$ cat src/rtl/debug_display.sv
// Eight-digit multiplexed seven-segment viewer for processor pc/data/state, with a debounced
// view-select button. Build macro BLANK_LEADING_ZEROS_EN blanks digits above the top non-zero nibble.
module debug_display #(
  parameter int REFRESH_DIV     = 50000,
  parameter int DEBOUNCE_CYCLES = 1000000
) (
  input  logic        clk,
  input  logic        rst,
  input  logic [3:0]  state,
  input  logic [31:0] pc,
  input  logic [31:0] data,
  input  logic        view_btn,
  output logic [7:0]  an,
  output logic [6:0]  seg,
  output logic        dp,
  output logic [1:0]  view
);

  localparam logic [15:0] REF_LAST = 16'(REFRESH_DIV - 1);
  localparam logic [19:0] DEB_LAST = 20'(DEBOUNCE_CYCLES - 1);

  logic        btn_meta_q, btn_meta_d;
  logic        btn_sync_q, btn_sync_d;
  logic        btn_level_q, btn_level_d;
  logic [19:0] deb_cnt_q, deb_cnt_d;
  logic [1:0]  view_q, view_d;

  logic [15:0] ref_cnt_q, ref_cnt_d;
  logic [2:0]  idx_q, idx_d;
  logic [31:0] snap_q, snap_d;
  logic [1:0]  snap_view_q, snap_view_d;
  logic        run_q, run_d;

  logic [7:0]  an_q, an_d;
  logic [6:0]  seg_q, seg_d;
  logic        dp_q, dp_d;

  logic [31:0] view_word;
  logic        scan_load;
  logic [3:0]  nibble;
  logic        blank;

  function automatic logic [6:0] hex_glyph(input logic [3:0] n);
    case (n)
      4'h0:    hex_glyph = 7'h40;
      4'h1:    hex_glyph = 7'h79;
      4'h2:    hex_glyph = 7'h24;
      4'h3:    hex_glyph = 7'h30;
      4'h4:    hex_glyph = 7'h19;
      4'h5:    hex_glyph = 7'h12;
      4'h6:    hex_glyph = 7'h02;
      4'h7:    hex_glyph = 7'h78;
      4'h8:    hex_glyph = 7'h00;
      4'h9:    hex_glyph = 7'h10;
      4'hA:    hex_glyph = 7'h08;
      4'hB:    hex_glyph = 7'h03;
      4'hC:    hex_glyph = 7'h46;
      4'hD:    hex_glyph = 7'h21;
      4'hE:    hex_glyph = 7'h06;
      default: hex_glyph = 7'h0E;
    endcase
  endfunction

  // Button path: two-flop synchroniser, then a level that flips only after a full stable window.
  always_comb begin
    btn_meta_d  = view_btn;
    btn_sync_d  = btn_meta_q;
    btn_level_d = btn_level_q;
    deb_cnt_d   = '0;
    view_d      = view_q;
    if (btn_sync_q != btn_level_q) begin
      if (deb_cnt_q == DEB_LAST) begin
        btn_level_d = btn_sync_q;
        if (btn_sync_q) begin
          view_d = view_q + 2'd1;
        end
      end else begin
        deb_cnt_d = deb_cnt_q + 20'd1;
      end
    end
  end

  always_comb begin
    ref_cnt_d = ref_cnt_q + 16'd1;
    idx_d     = idx_q;
    if (ref_cnt_q == REF_LAST) begin
      ref_cnt_d = '0;
      idx_d     = idx_q + 3'd1;
    end
  end

  always_comb begin
    case (view_q)
      2'd0:    view_word = pc;
      2'd1:    view_word = data;
      2'd2:    view_word = {28'h0, state};
      default: view_word = {pc[15:0], data[15:0]};
    endcase
  end

  // The whole scan shows one frozen word, so view changes only land at the start of a scan.
  always_comb begin
    scan_load   = (ref_cnt_q == 16'd0) && (idx_q == 3'd0);
    snap_d      = scan_load ? view_word : snap_q;
    snap_view_d = scan_load ? view_q : snap_view_q;
    run_d       = 1'b1;
  end

  assign nibble = snap_d[{idx_q, 2'b00} +: 4];

`ifdef BLANK_LEADING_ZEROS_EN
  logic [7:0] nib_nz;
  logic [2:0] top_idx;

  for (genvar gi = 0; gi < 8; gi++) begin : g_nib_nz
    assign nib_nz[gi] = |snap_d[4*gi +: 4];
  end

  always_comb begin
    top_idx = 3'd0;
    for (int i = 1; i < 8; i++) begin
      if (nib_nz[i]) begin
        top_idx = 3'(i);
      end
    end
  end

  assign blank = (idx_q > top_idx);
`else
  assign blank = 1'b0;
`endif

  // Outputs stay dark on the first edge after reset while the snapshot is being taken.
  always_comb begin
    an_d  = 8'hFF;
    seg_d = 7'h7F;
    dp_d  = 1'b1;
    if (run_q && !blank) begin
      an_d  = ~(8'd1 << idx_q);
      seg_d = hex_glyph(nibble);
      dp_d  = !((snap_view_d == 2'd3) && (idx_q == 3'd4));
    end
  end

  always_ff @(posedge clk or negedge rst) begin
    if (!rst) begin
      btn_meta_q  <= 1'b0;
      btn_sync_q  <= 1'b0;
      btn_level_q <= 1'b0;
      deb_cnt_q   <= '0;
      view_q      <= 2'd0;
      ref_cnt_q   <= '0;
      idx_q       <= 3'd0;
      snap_q      <= '0;
      snap_view_q <= 2'd0;
      run_q       <= 1'b0;
      an_q        <= 8'hFF;
      seg_q       <= 7'h7F;
      dp_q        <= 1'b1;
    end else begin
      btn_meta_q  <= btn_meta_d;
      btn_sync_q  <= btn_sync_d;
      btn_level_q <= btn_level_d;
      deb_cnt_q   <= deb_cnt_d;
      view_q      <= view_d;
      ref_cnt_q   <= ref_cnt_d;
      idx_q       <= idx_d;
      snap_q      <= snap_d;
      snap_view_q <= snap_view_d;
      run_q       <= run_d;
      an_q        <= an_d;
      seg_q       <= seg_d;
      dp_q        <= dp_d;
    end
  end

  assign an   = an_q;
  assign seg  = seg_q;
  assign dp   = dp_q;
  assign view = view_q;

endmodule

$ cat config.mk
export PLATFORM = sky130hd
export DESIGN_NAME = debug_display
export DESIGN_NICKNAME = d
export VERILOG_FILES = /design/src/rtl/debug_display.sv
export SDC_FILE = /design/constraint.sdc
export NUM_CORES = 1
export LEC_CHECK = 0
export CAP_MARGIN = 10
export CORE_MARGIN = 4
export CORE_UTILIZATION = 58
export DETAILED_ROUTE_END_ITERATION = 16
export GPL_TIMING_DRIVEN = 0
export PLACE_DENSITY = 0.86
export SYNTH_ARGS = -nofsm -noshare
export SYNTH_HDL_FRONTEND = slang
export SYNTH_SLANG_ARGS = --single-unit
export TNS_END_PERCENT = 50
$ cat constraint.sdc
create_clock -name clk -period 5.6 [get_ports clk]
set_input_delay 1.68 -clock clk [delete_from_list [all_inputs] [get_ports clk]]
set_output_delay 1.68 -clock clk [all_outputs]
set_load 0.01 [all_outputs]
==> results by group, run 1 <==
Floorplanning
  – Die Ht: 102 um
  – I/O pins: 89
  – Row Count: 34
  – Die ar.: 0.0105 mm2
  – Die Wd: 102 um
  – Initial Util: 0.595
  – Core Region: 0.00868 mm2

Cells and area
  – Design Area, Final: 0.00641 mm2
  – Final net count: 727
  – Filler Cells Inserted: 638
  – FF/Latch Area: 0.00240 mm2
  – Area added between synthesis and finish: 24.3%
  – Share of layout cells above drive strength 1: 0.109
  – Ant. Diodes: 0
  – Combined area of the multi-input logic cells: 0.00250 mm2

Clocking
  – Root Driver: clkbuf_8
  – Clock latency at the later pin of the worst-skew pair: 360 ps
  – CTS buffer count: 9
  – H-tree levels: 3
  – # resized after CTS: 0
  – Clk pin slew, worst setup/hold paths: 100 ps
  – Setup bufs post-CTS: 0
  – CTS tree: built
  – Hold_buf cts: 0
  – Maximum root-to-sink buffer count: 2
  – CTS Sinks: 95

STA
  – Min cycle time layout: 4490 ps
  – Tcrit/Tclk final: 0.802
  – Setup-failing EPs final: 0
  – Worst slew margin: 0.437
  – Peak Freq: 223 MHz
  – Fin Hold WS: 362 ps
  – RSZ-0062 raised after global routing: false
  – Slew Viols, Final: 0
  – Final Skew: 13.8 ps
  – Slew @ Worst Pin: 837 ps
  – Final hold vios: 0
  – Final setup margin: 1110 ps

Yosys
  – Yosys top cell by area: dfrtp_1
  – Most frequent cell after synthesis: dfrtp_1
  – Mean Syn Cell Area: 9.63 um2
  – Distinct cells, synth: 57
  – Async SR Flop Fraction: 1.00
  – Most common library cells after synthesis: dfrtp_1 (79), nand2_1 (73), nor2_1 (55)
  – Synth Net Count: 627
  – YS warnings: 0
  – Synth top area share: 0.383
  – Synthesized instance count: 536
  – Synth Register Bits: 95
  – Post-synthesis cell area: 0.00516 mm2
  – Sequential fraction of the synthesis area: 0.465
  – Post-synth EDFFs: 0
  – Ranking of synthesized cells by area: dfrtp_1 (38%), dfstp_2 (8.1%), nand2_1 (5.3%)
  – Ys flop type: dfrtp_1

Detailed routing
  – Wire per inst: 17.0 um
  – Initial DRC Count: 431
  – Drt pass-1 iters: 5
  – Routed WL: 12.7 mm
  – Top Layer Used: met4
  – Met3 routed WL: 670 um
  – M1 wire length: 5.57 mm
  – Via-to-Cell Ratio: 5.88
  – DRT antenna net count: 0
  – DRC viols: 0
  – Vias: 4406
  – Routed wl met2: 6.33 mm

Critical path
  – RR Startpoint: idx_q[1]
  – Cell Chain, Critical Path: inv_1 -> buf_1 -> ha_1 -> nand4_1 -> nor2_4 -> buf_4 -> mux4_2 -> o2bb2ai_1 -> a31oi_1 -> inv_1 -> ha_1 -> or3_1 -> o2111ai_1
  – CP max stage delay: 590 ps
  – Setup crit start: idx_q[1]
  – Worst Path Arrival: 4760 ps
  – CP Data Required Time: 5870 ps
  – WS Path Type: flop to flop
  – Slowest stage cell, crit path: buf_1
  – Worst Path Max Fanout: 11
  – Worst path top cell family by delay: buffers and inverters
  – CP Depth: 13
  – Worst Path Buf+Inv: 4
  – Critical Path Sink Type: flop
  – R2R setup slack: 1110 ps
  – R2R cell count: 13
  – Crit path to: seg[3]
  – R2R Path End: seg[3]
  – Critical path startpoint category: flop

Worst hold path
  – Hold Path Stages: 0
  – HP Class: flop to flop

Placement
  – Post-DP HPWL: 9.84 mm
  – Gpl congestion: 0.910
  – Place WS: 1010 ps
  – Port Buffers: 88
  – Dpl cell area: 0.00620 mm2

Global route
  – Vias in the first global route: 4374
  – Total grt overflow: 0
  – First-pass GRT wire length: 20.7 mm
  – Initial antenna violation count: 0
  – Global Route Usage Sum: 0.254
  – Largest net degree at the start of global routing: 69

Status
  – Outcome: finished, final reports clean

Pwr
  – Static leakage: 2.75 nW
  – Pwr dens: 209 mW/mm2
  – Peak supply drop: 0.000138 V

Job
  – Max-Cap Viols: 0
[cells by family (layout without fill, tap and decap cells)]
group                      Yosys count  after routing  synth area share
AOI/OAI and AO/OA                  110            110             0.143
xor gates and xnor gates            33             33            0.0560
adders and majority gates           20             20            0.0485
buffers and inverters               58            163            0.0499
DFF                                 95             95             0.465
muxes                               19             19            0.0582
other                                1              1          0.000727
and+or+nand+nor                    200            200             0.179
[worst register-to-register path, cell delays in order, from the launching register on]
cell,delay [ps]
dfrtp_1,480
inv_1,220
buf_1,590
ha_1,370
nand4_1,330
nor2_4,380
buf_4,250
mux4_2,220
o2bb2ai_1,80
a31oi_1,420
inv_1,200
ha_1,340
or3_1,380
o2111ai_1,140
[placed cells by master, fill, tap and decap left out, types with 3 or more instances in the layout]
| master | synthesis | layout |
|---|---|---|
| a21oi_1 | 22 | 22 |
| a22oi_1 | 29 | 29 |
| a31oi_1 | 6 | 6 |
| and2_1 | 3 | 3 |
| buf_2 | 8 | 8 |
| buf_4 | 2 | 3 |
| buf_6 | 3 | 3 |
| clkbuf_1 | 17 | 17 |
| clkbuf_8 | 0 | 10 |
| clkdlybuf4s50_1 | 0 | 87 |
| clkinv_4 | 0 | 3 |
| dfrtp_1 | 79 | 79 |
| dfstp_2 | 16 | 16 |
| ha_1 | 20 | 20 |
| inv_1 | 26 | 26 |
| mux2_2 | 8 | 8 |
| mux2i_1 | 3 | 3 |
| mux4_2 | 8 | 8 |
| nand2_1 | 73 | 73 |
| nand3_1 | 23 | 23 |
| nand3b_1 | 3 | 3 |
| nand4_1 | 8 | 8 |
| nor2_1 | 55 | 55 |
| nor2b_1 | 5 | 5 |
| nor3_1 | 8 | 8 |
| nor4_1 | 9 | 9 |
| o211ai_1 | 5 | 5 |
| o21ai_0 | 27 | 27 |
| or3_1 | 3 | 3 |
| xnor2_1 | 15 | 15 |
| xor2_1 | 18 | 18 |
[power by group]
| part | internal (mW) | switching (mW) |
|---|---|---|
| clock | 0.226 | 0.254 |
| sequential | 0.708 | 0.00880 |
| combinational | 0.0815 | 0.0623 |
| total | 1.02 | 0.325 |
[how the worst min path moves through the flow]
stage	start	end	slack (ps)
4_1_cts	btn_meta_q	btn_sync_q	370
2_1_floorplan	btn_meta_q	btn_sync_q	330
6_report	btn_meta_q	btn_sync_q	360
3_3_place_gp	btn_meta_q	btn_sync_q	330
5_1_grt	btn_meta_q	btn_sync_q	380
3_5_place_dp	btn_meta_q	btn_sync_q	360
[sequential cells by signal, summed over array words and instances (netlist names), 2 cells and up]
register     flops
an               8
deb_cnt_q       20
idx_q            3
ref_cnt_q       16
seg              7
snap_q          32
snap_view_q      2
view             2
[layout make-up]
type,instances,share of cell area
clock buffer,10,0.0215
sequential,95,0.374
buffer,31,0.0244
inverter,27,0.0158
timing repair buffer,89,0.141
clock inverter,6,0.0119
tap,108,0.0211
multi-input combinational,383,0.390
[layer usage]
layer  track usage  vias up
met5             0        -
li1              -     2077
met2         0.430      152
met3        0.0328       18
met4        0.0737        0
met1         0.344     2159
[metrics by stage]
step           total power, mW  TNS [ps]   util  instances
2_1_floorplan            0.782         0      -        536
3_3_place_gp             0.865    -34450  0.712        732
3_5_place_dp             0.873         0  0.715        733
4_1_cts                   1.35         0  0.739        749
5_1_grt                   1.39         0  0.739        749
6_report                  1.34         0  0.739        749
(Power assumes the default switching activity.)
==> inputs of run 2 (changes only) <==
- CORE_UTILIZATION: 58 -> 48
- PLACE_DENSITY: 0.86 -> 0.76
- clock period: 5.6 -> 4.1 ns (I/O delays scaled with it)
==> results by group, run 2 (synthesis results as in run 1) <==
Status
  – Outcome: finished, final reports clean

Critical path
  – Critical path startpoint category: flop
  – Slowest stage cell, crit path: dfrtp_1
  – Cell Chain, Critical Path: buf_2 -> clkinv_1 -> ha_1 -> nand4_1 -> nor2_4 -> buf_4 -> mux4_2 -> a2bb2oi_1 -> o2111a_1 -> inv_1 -> ha_1 -> inv_1 -> a21oi_1 -> a21oi_1 -> o211ai_1
  – CP max stage delay: 420 ps
  – WS Path Type: flop to flop
  – Worst Path Max Fanout: 10
  – Worst Path Arrival: 4000 ps
  – CP Data Required Time: 4370 ps
  – Critical Path Sink Type: flop

Clocking
  – Clock latency at the later pin of the worst-skew pair: 350 ps
  – CTS Sinks: 95
  – H-tree levels: 3
  – CTS tree: built
  – CTS buffer count: 9
  – Maximum root-to-sink buffer count: 2
  – Hold_buf cts: 0
  – Setup bufs post-CTS: 0
  – Clk pin slew, worst setup/hold paths: 90 ps
  – Root Driver: clkbuf_8
  – # resized after CTS: 0

Worst hold path
  – HP Class: flop to flop

Global route
  – Total grt overflow: 0
  – Largest net degree at the start of global routing: 74
  – Initial antenna violation count: 0
  – Vias in the first global route: 4354
  – Global Route Usage Sum: 0.208
  – First-pass GRT wire length: 21.3 mm

Pwr
  – Pwr dens: 277 mW/mm2
  – Total Power: 1.78 mW
  – Static leakage: 2.75 nW
  – Peak supply drop: 0.000208 V

Placement
  – Port Buffers: 88
  – Gpl congestion: 0.931
  – Post-DP HPWL: 9.78 mm

Cells and area
  – Ant. Diodes: 0
  – Area added between synthesis and finish: 24.9%
  – Max reg flops: 32
  – Share of layout cells above drive strength 1: 0.109
  – Fin util: 0.619
  – Biggest regs: snap_q: 32 flops, deb_cnt_q: 20 flops, ref_cnt_q: 16 flops
  – Filler Cells Inserted: 872
  – Top reg by flops: snap_q
  – Commonest non-fill, non-tap cells in the layout: clkdlybuf4s50_1 (87), dfrtp_1 (79), nand2_1 (73), nor2_1 (55), a22oi_1 (29)
  – Most common cell after layout, fill and taps aside: clkdlybuf4s50_1
  – Final net count: 726

Detailed routing
  – DRT antenna net count: 0
  – Via-to-Cell Ratio: 5.49
  – Drt pass-1 iters: 5
  – DRC viols: 0
  – Wire per inst: 16.4 um
  – Vias: 4258
  – Initial DRC Count: 243
  – Routed WL: 12.8 mm

STA
  – Slew Viols, Final: 0
  – Worst slew margin: 0.425
  – Min cycle time layout: 3730 ps
  – Setup TNS: 0 ps
  – Peak Freq: 268 MHz
  – Final Skew: 9.15 ps
  – RSZ-0062 raised after global routing: false
  – Tcrit/Tclk final: 0.910
  – Final hold vios: 0
  – Setup-failing EPs final: 0
  – Slew @ Worst Pin: 855 ps

Floorplanning
  – Die ar.: 0.0125 mm2
  – Die Wd: 112 um
  – I/O pins: 89
  – Row Count: 37
  – Core Region: 0.0104 mm2
  – Die Ht: 112 um
  – Initial Util: 0.495

Job
  – Max-Cap Viols: 0
## run 2: layout make-up
class | instances | area [um2] | share of cell area
multi-input cells | 383 | 2510 | 0.390
flip-flops and latches | 95 | 2400 | 0.372
repair buffers | 89 | 906 | 0.141
clock buffers | 13 | 181 | 0.0282
well taps | 136 | 170 | 0.0264
plain buffers | 30 | 153 | 0.0237
inverters | 27 | 105 | 0.0163
clock inverters | 3 | 20.0 | 0.00311
## run 2: worst paths after layout
path	startpoint	to	slack, ps	depth (start not counted)
setup / recovery	idx_q[0]	seg[6]	370	15
hold / removal	btn_meta_q	btn_sync_q	360	0
setup reg to reg	idx_q[0]	seg[6]	370	15
hold reg to reg	btn_meta_q	btn_sync_q	360	0
max in group asynchronous	rst	dp	2640	2
min in group asynchronous	rst	snap_q[25]	750	1
## run 2: metrics by stage
step	instance area (um2)	setup WS, ps	hold slack (ps)	std cells
2_1_floorplan	5160	722	331	536
3_3_place_gp	6210	-1490	338	760
3_5_place_dp	6240	-92.9	340	761
4_1_cts	6430	146	362	776
5_1_grt	6440	31.6	364	776
6_report	6440	371	358	776
## run 2: layer usage
| layer | share of wire | up-vias | global-route usage |
|---|---|---|---|
| met5 | 0 | - | 0 |
| met4 | 0.015 | 0 | 0.0527 |
| met3 | 0.050 | 19 | 0.0386 |
| met2 | 0.51 | 135 | 0.375 |
| met1 | 0.43 | 2042 | 0.258 |
| li1 | - | 2062 | - |
## run 2: power by group
| part | leakage [nW] | internal [mW] | switching (mW) | total [mW] |
|---|---|---|---|---|
| clock network | 0.105 | 0.297 | 0.313 | 0.610 |
| logic | 1.47 | 0.111 | 0.0851 | 0.196 |
| registers | 1.17 | 0.967 | 0.0120 | 0.979 |
| total | 2.75 | 1.37 | 0.410 | 1.78 |
## run 2: worst max-delay path, delay by kind of cell, from the launching register on
family	cells	cell delay, ps
AOI/OAI and AO/OA	5	940
buffers and inverters	5	890
and+or+nand+nor	2	630
adders and majority gates	2	450
DFF	1	420
muxes	1	310
==> inputs of run 3 (changes only) <==
- GPL_ROUTABILITY_DRIVEN: not set -> 0
- SLEW_MARGIN: not set -> 10
==> results by group, run 3 (synthesis results as in run 1) <==
STA
  – Final hold vios: 0
  – Peak Freq: 268 MHz
  – Tcrit/Tclk final: 0.911
  – Final setup margin: 365 ps
  – RSZ-0062 raised after global routing: false
  – Slew Viols, Final: 0
  – Final Skew: 11.2 ps
  – Worst slew margin: 0.456
  – Setup TNS: 0 ps
  – Min cycle time layout: 3730 ps
  – Slew @ Worst Pin: 809 ps
  – Fin Hold WS: 359 ps
  – Setup-failing EPs final: 0

Critical path
  – WS Path Type: flop to flop
  – Worst Path Max Fanout: 10
  – R2R setup slack: 370 ps
  – R2R cell count: 15
  – CP Data Required Time: 4370 ps
  – RR Startpoint: idx_q[0]
  – R2R Path End: seg[6]
  – Critical Path Sink Type: flop
  – Critical path startpoint category: flop
  – Worst Path Arrival: 4010 ps

Global route
  – Global Route Usage Sum: 0.207
  – GR peak layer: met2
  – Met3 Resource Use GR: 0.0408
  – Vias in the first global route: 4376
  – First-pass GRT wire length: 21.1 mm
  – Largest net degree at the start of global routing: 54
  – Met1 GRT Util: 0.257
  – Grt met2 use: 0.364
  – Initial antenna violation count: 0
  – Total grt overflow: 0

Pwr
  – Clk pwr share: 0.335
  – Comb pwr share: 0.110
  – Register share of total power: 0.555
  – Total Power: 1.77 mW
  – Static leakage: 2.74 nW
  – Pwr dens: 275 mW/mm2
  – Net Sw Power: 0.410 mW
  – Peak supply drop: 0.000250 V
  – Switching part of the total power: 0.232
  – Internal power: 1.36 mW

Detailed routing
  – Via-to-Cell Ratio: 5.60
  – DRC viols: 0
  – DRT antenna net count: 0
  – Routed WL: 12.7 mm
  – Drt pass-1 iters: 7
  – Vias: 4348
  – Wire per inst: 16.4 um
  – Initial DRC Count: 248

Cells and area
  – Top reg by flops: snap_q
  – Share of layout cells above drive strength 1: 0.109
  – Design Area, Final: 0.00643 mm2
  – Biggest regs: snap_q: 32 flops, deb_cnt_q: 20 flops, ref_cnt_q: 16 flops
  – Area added between synthesis and finish: 24.5%
  – Ant. Diodes: 0
  – Commonest non-fill, non-tap cells in the layout: clkdlybuf4s50_1 (87), dfrtp_1 (79), nand2_1 (73), nor2_1 (55), a22oi_1 (29)
  – Final net count: 726
  – Filler Cells Inserted: 882
  – Most common cell after layout, fill and taps aside: clkdlybuf4s50_1
  – Max reg flops: 32

Worst hold path
  – Hold endpoint: btn_sync_q
  – Hold Path Stages: 0
  – HP Start: btn_meta_q
  – HP Class: flop to flop

Placement
  – Post-DP HPWL: 9.78 mm
  – Place WS: -78.3 ps
  – Port Buffers: 88
  – Dpl cell area: 0.00623 mm2

Clocking
  – Clk pin slew, worst setup/hold paths: 90 ps
  – H-tree levels: 3
  – Clock latency at the later pin of the worst-skew pair: 360 ps
  – Maximum root-to-sink buffer count: 2
  – Hold_buf cts: 0
  – CTS tree: built
  – Root Driver: clkbuf_8
  – CTS buffer count: 9
  – CTS Sinks: 95

Floorplanning
  – Die Ht: 112 um
  – Die ar.: 0.0125 mm2
  – Core Region: 0.0104 mm2
  – Initial Util: 0.495
  – Row Count: 37
  – Die Wd: 112 um
  – I/O pins: 89

Job
  – Max-Cap Viols: 0

Status
  – Outcome: finished, final reports clean
run 3: changes by cell type in the layout (fill, tap and decap cells not counted), sizes merged:
cell / delta
inv: +1
clkinv: -1
run 3: layout make-up:
type                            count  area [um2]  area share
Multi-Input combinational cell    383        2510       0.391
Timing Repair Buffer               89         898       0.140
Sequential cell                    95        2400       0.373
Buffer                             30         153      0.0238
Clock buffer                       13         170      0.0265
Inverter                           27         105      0.0164
Clock inverter                      3        21.3     0.00331
Tap cell                          136         170      0.0265
run 3: worst max-delay path by stage:
stage                         from            to  slack [ps]  cells after the start
final                     idx_q[0]        seg[6]         370                     15
after global routing      idx_q[0]        seg[0]          70                     15
after CTS                 idx_q[1]        seg[3]         160                     12
after detailed placement  idx_q[1]        seg[3]         -80                     12
after global placement         rst  deb_cnt_q[0]       -1490                      1
after floorplan           idx_q[1]        seg[3]         720                     12
run 3: timing repair:
action / 4_1_cts / 5_1_grt
resized for setup: 0 / 2
buffers inserted: 0 / 0
setup endpoints to repair: 5 / 5
run 3: per-stage QoR:
step | cells | utilization
after floorplan | 536 | -
after global placement | 760 | 0.596
after detailed placement | 761 | 0.598
after CTS | 776 | 0.616
after global routing | 776 | 0.617
final | 776 | 0.617
run 3: power by group through the flow:
stage | Combinational, mW | Sequential [mW] | Clock (mW)
2_1_floorplan | 0.0708 | 0.997 | 0
3_3_place_gp | 0.187 | 0.995 | 0
3_5_place_dp | 0.195 | 0.997 | 0
4_1_cts | 0.196 | 0.979 | 0.608
5_1_grt | 0.214 | 0.982 | 0.649
6_report | 0.195 | 0.979 | 0.591
run 3: per-layer routing:
| metal | share of wire | vias up |
|---|---|---|
| met5 | 0 | - |
| met4 | 0.016 | 0 |
| met3 | 0.057 | 17 |
| met2 | 0.51 | 125 |
| met1 | 0.41 | 2141 |
| li1 | - | 2065 |
run 3: worst max-delay path: stages, from the launching register on:
cell and delay [ps]:
dfrtp_1 420, buf_2 220, clkinv_1 210, ha_1 260, nand4_1 280, nor2_4 350, buf_4 240, mux4_2 300
a2bb2oi_1 140, o2111a_1 330, inv_1 160, ha_1 190, inv_1 60, a21oi_1 210, a21oi_1 80, o211ai_1 190
